$ cat config.mk
export PLATFORM = sky130hd
export DESIGN_NAME = alu_multicycle
export DESIGN_NICKNAME = d
export VERILOG_FILES = /design/src/rtl/alu_multicycle.sv
export SDC_FILE = /design/constraint.sdc
export NUM_CORES = 1
export LEC_CHECK = 0
export CELL_PAD_IN_SITES_DETAIL_PLACEMENT = 1
export CELL_PAD_IN_SITES_GLOBAL_PLACEMENT = 1
export CORE_AREA = 2 2 189 191
export CTS_BUF_LIST = sky130_fd_sc_hd__clkbuf_4 sky130_fd_sc_hd__clkbuf_8
export DETAILED_ROUTE_END_ITERATION = 7
export DIE_AREA = 0 0 191 193
export PLACE_DENSITY_LB_ADDON = 0.12
export SLEW_MARGIN = 5
export SYNTH_ARGS = -nofsm -noshare
export SYNTH_HDL_FRONTEND = slang
export SYNTH_SLANG_ARGS = --single-unit
$ cat constraint.sdc
create_clock -name clk -period 4.24 [get_ports clk]
set_input_delay 1.272 -clock clk [delete_from_list [all_inputs] [get_ports clk]]
set_output_delay 1.272 -clock clk [all_outputs]
set_load 0.02 [all_outputs]
$ cat src/rtl/alu_multicycle.sv
// rtl/alu_multicycle.sv - multicycle 32-bit ALU with one-bit-per-cycle shifter
module alu_multicycle (
  input  logic        clk,
  input  logic        rstn,
  input  logic        start,
  input  logic [3:0]  alu_op,
  input  logic [31:0] a,
  input  logic [31:0] b,
  output logic        busy,
  output logic        done,
  output logic [31:0] result,
  output logic        zero,
  output logic        illegal
);

  typedef enum logic [1:0] {IDLE, EXEC, SHIFT} state_t;

  state_t      state_q, state_d;
  logic [3:0]  op_q;
  logic [31:0] a_q, b_q;
  logic [4:0]  count_q;
  logic [31:0] result_q;
  logic        done_q, illegal_q;
  logic        accept, accept_shift;
  logic [31:0] exec_val;
  logic        exec_legal;
  logic [31:0] shift_val;

  assign accept       = start && (state_q == IDLE);
  assign accept_shift = (alu_op == 4'b1000) || (alu_op == 4'b1001) || (alu_op == 4'b1011);

  always_ff @(posedge clk or negedge rstn) begin
    if (!rstn) state_q <= IDLE;
    else       state_q <= state_d;
  end

  always_comb begin
    state_d = state_q;
    case (state_q)
      IDLE:    if (accept) state_d = accept_shift ? SHIFT : EXEC;
      EXEC:    state_d = IDLE;
      SHIFT:   if (count_q == 5'd0) state_d = IDLE;
      default: state_d = IDLE;
    endcase
  end

  always_comb begin
    busy    = (state_q != IDLE);
    done    = done_q;
    result  = result_q;
    illegal = illegal_q;
    zero    = (result_q == 32'd0);
  end

  // Undefined codes also take the EXEC path so they complete with latency 1.
  always_comb begin
    exec_val   = 32'd0;
    exec_legal = 1'b1;
    case (op_q)
      4'b0000: exec_val = a_q + b_q;
      4'b0001: exec_val = a_q - b_q;
      4'b0010: exec_val = {31'd0, $signed(a_q) < $signed(b_q)};
      4'b0011: exec_val = {31'd0, a_q < b_q};
      4'b0100: exec_val = a_q & b_q;
      4'b0101: exec_val = a_q | b_q;
      4'b0110: exec_val = a_q ^ b_q;
      default: exec_legal = 1'b0;
    endcase
  end

  always_comb begin
    case (op_q)
      4'b1000: shift_val = {a_q[30:0], 1'b0};
      4'b1011: shift_val = {a_q[31], a_q[31:1]};
      default: shift_val = {1'b0, a_q[31:1]};
    endcase
  end

  // a_q doubles as the shift working register while in SHIFT.
  always_ff @(posedge clk or negedge rstn) begin
    if (!rstn) begin
      op_q      <= 4'd0;
      a_q       <= 32'd0;
      b_q       <= 32'd0;
      count_q   <= 5'd0;
      result_q  <= 32'd0;
      done_q    <= 1'b0;
      illegal_q <= 1'b0;
    end else begin
      done_q <= 1'b0;
      case (state_q)
        IDLE: if (accept) begin
          op_q      <= alu_op;
          a_q       <= a;
          b_q       <= b;
          count_q   <= b[4:0];
          illegal_q <= 1'b0;
        end
        EXEC: begin
          result_q  <= exec_val;
          illegal_q <= ~exec_legal;
          done_q    <= 1'b1;
        end
        SHIFT: begin
          if (count_q != 5'd0) begin
            a_q     <= shift_val;
            count_q <= count_q - 5'd1;
          end else begin
            result_q <= a_q;
            done_q   <= 1'b1;
          end
        end
        default: ;
      endcase
    end
  end

endmodule

==> flow_metrics.env <==
export IMPL_gp_congestion=0.886
export IMPL_place_area_um2=11900
export IMPL_powerDensity_nw_per_um2=921
export IMPL_synth_flop_cell="dfrtp_1"
export IMPL_synth_top_area_share=0.264
export IMPL_place_ws_ps=625
export IMPL_netlist_area_um2=10400
export IMPL_cts_buffers=9
export IMPL_met3_usage=0.0328
export IMPL_synthCells=1351
export IMPL_met1_usage=0.303
export IMPL_required_ps=2970
export IMPL_diodes=0
export IMPL_grt_busiest_layer="met2"
export IMPL_slew_viol_final=0
export IMPL_die_w_um=191
export IMPL_seq_area_frac_synth=0.264
export IMPL_finalHoldViolCount=0
export IMPL_avgSynthCellArea_um2=7.66
export IMPL_met2_usage=0.377
export IMPL_post_cts_resized=0
export IMPL_tightest_slew_ps=1020
export IMPL_path_max_fanout=3
export IMPL_cts_tree="built"
export IMPL_portBuffers=106
export IMPL_ys_ff_latch=109
export IMPL_area_growth_pct=16.4
export IMPL_start_util=0.296
export IMPL_wl_per_cell_um=21.7
export IMPL_ys_types=84
export IMPL_setup_ws_ps=281
export IMPL_cts_buffer_depth=2
export IMPL_critPathCaptureType="output pin"
export IMPL_crit_arrival_ps=2690
export IMPL_design_area_um2=12100
export IMPL_synth_async_reset_ratio=1.00
export IMPL_postCtsHoldBufs=0
export IMPL_hpwl_um=30700
export IMPL_power_mw=11.1
export IMPL_yosys_warnings=0
export IMPL_fin_crit_ps=3960
export IMPL_routed_via_density=5.53
export IMPL_grt_antenna_before_repair=2
export IMPL_grt_max_degree=48
export IMPL_fin_crit_sh=0.934
export IMPL_dieHeight_um=193
export IMPL_timing_hold_ws_ps=529
export IMPL_cts_sinks=109
export IMPL_maxSlewHeadroom=0.319
export IMPL_setup_viol=0
export IMPL_clkTransAtPathRegs_ps=130
export IMPL_routed_wirelength_um=40800
export IMPL_cts_root_buf="clkbuf_8"
export IMPL_finalNetCount=1594
export IMPL_first_pass_iters=5
export IMPL_drt_iter0_drc=694
export IMPL_grt_usage=0.225
export IMPL_rows=69
export IMPL_drc=0
export IMPL_status="finished clean"
export IMPL_path_class="flip-flop to output pin"
export IMPL_drive_gt1_frac=0.0910
export IMPL_synth_edf_count=0
export IMPL_tns_ps=0
export IMPL_timing_fmax_ghz=0.253
export IMPL_cts_max_level=3
export IMPL_syn_nets=1532
export IMPL_maxCapViolCount=0
export IMPL_grt_overflow_total=0
export IMPL_rsz0062_at_grt="false"
export IMPL_synth_area_leaders="dfrtp_1 (26%), ha_1 (13%), a21oi_1 (8.2%), o21ai_0 (6.1%), nor2_1 (6.1%)"
export IMPL_ioPinCount=107
export IMPL_power_leakage_nw=5.10
export IMPL_coreArea_um2=35000
export IMPL_grt_pass1_wl_um=63800
export IMPL_ant_nets=0
export IMPL_synth_largest_area_cell="dfrtp_1"
export IMPL_grt_pass1_vias=10645
export IMPL_post_cts_repair_setup_buffers=0
export IMPL_clock_latency_ps=450
export IMPL_fin_skew_ps=21.0
export IMPL_hold_path_class="flip-flop to flip-flop"
export IMPL_vias=10385
export IMPL_cp_start_kind="flip-flop"
export IMPL_dieArea_um2=36900
export IMPL_ir_drop_mv=0.299
-- worst paths after layout --
path	cells after the start	end	from	slack, ps
max	4	zero	result[16]	280
min	2	count_q[1]	count_q[1]	530
max reg2reg	14	result[30]	a_q[0]	580
min reg2reg	2	count_q[1]	count_q[1]	530
max in group asynchronous	2	result[29]	rstn	2580
min in group asynchronous	1	result[4]	rstn	710
-- cell usage after synthesis, drive strengths merged, types with 3 or more instances --
master,count
o21ai,135
nand2,110
nor4,16
o32ai,4
nor2b,8
a211oi,16
a21o,13
o21bai,12
o22ai,13
and3,5
a2111oi,5
nand2b,5
nand4,13
nor3,20
o21a,9
inv,104
a211o,6
o211ai,9
nand3,20
a41oi,3
a22o,4
mux2i,4
clkbuf,62
dfrtp,109
a31oi,24
or3,6
buf,21
o41ai,3
a22oi,6
a21oi,178
a221oi,20
mux2,36
nor2,169
xnor2,8
and2,9
o2111ai,3
o221a,5
o31ai,14
ha,108
-- worst max-delay path, cell delays in order, from the launching register on --
cell	delay (ps)
dfrtp_1	430
nor4_1	620
nand4_1	390
nor2_1	190
clkdlybuf4s50_1	610
-- metrics by stage --
stage	cells	util
floorplan	1351	-
global placement	1863	0.340
detailed placement	1863	0.340
CTS	1879	0.345
global route	1879	0.345
finish	1879	0.345
-- power breakdown --
part / leakage [nW] / total, mW / switching (mW) / internal, mW
clock network: 0.0824 / 0.669 / 0.450 / 0.220
logic: 3.70 / 8.23 / 5.23 / 3.00
registers: 1.32 / 2.20 / 0.669 / 1.53
-- state kept, by name (all words and copies together) (netlist names) --
name	cells
a_q	32
b_q	32
result	32
count_q	5
op_q	4
state_q	2
done	1
illegal	1
-- cells in the final DEF (no fill, tap or decap), types with 6 or more instances in the layout --
master | synthesis | layout
a211o_1 | 6 | 6
a211oi_1 | 13 | 13
a21o_1 | 13 | 13
a21oi_1 | 169 | 169
a21oi_2 | 7 | 7
a221oi_1 | 18 | 18
a22oi_1 | 6 | 6
a31oi_1 | 23 | 23
and2_1 | 8 | 7
buf_4 | 3 | 28
clkbuf_8 | 0 | 9
clkdlybuf4s50_1 | 0 | 105
dfrtp_1 | 109 | 109
ha_1 | 108 | 108
inv_1 | 96 | 95
inv_2 | 8 | 9
mux2_2 | 35 | 35
nand2_1 | 110 | 108
nand3_1 | 20 | 20
nand4_1 | 13 | 13
nor2_1 | 168 | 168
nor2b_1 | 7 | 7
nor3_1 | 19 | 19
nor4_1 | 14 | 13
o211ai_1 | 9 | 9
o21a_1 | 9 | 9
o21ai_0 | 127 | 127
o21ai_1 | 8 | 8
o21bai_1 | 12 | 12
o22ai_1 | 13 | 13
o31ai_1 | 13 | 13
or3_1 | 6 | 6
xnor2_1 | 8 | 8
-- layer usage --
metal  part of all wire  wire length, µm  vias to the layer above
li1                   -                -                     4953
met1               0.47            19200                     5185
met2               0.47            19100                      215
met3              0.045             1850                       32
met4              0.016              670                        0
met5                  0                0                        -
-- final cells by class --
| class | count | area, µm² |
|---|---|---|
| fill | 4281 | 22900 |
| multi-input combinational | 1055 | 6900 |
| sequential | 109 | 2730 |
| timing repair buffer | 134 | 1280 |
| tap | 461 | 577 |
| inverter | 104 | 390 |
| clock buffer | 9 | 124 |
| clock inverter | 7 | 57.6 |
-- logic make-up after synthesis --
kind of cell               synth area share
xor gates and xnor gates            0.00762
and+or+nand+nor                       0.169
AOI/OAI and AO/OA                     0.309
buffers and inverters                0.0730
muxes                                0.0434
adders and majority gates             0.134
DFF                                   0.264
(Power assumes the default switching activity.)
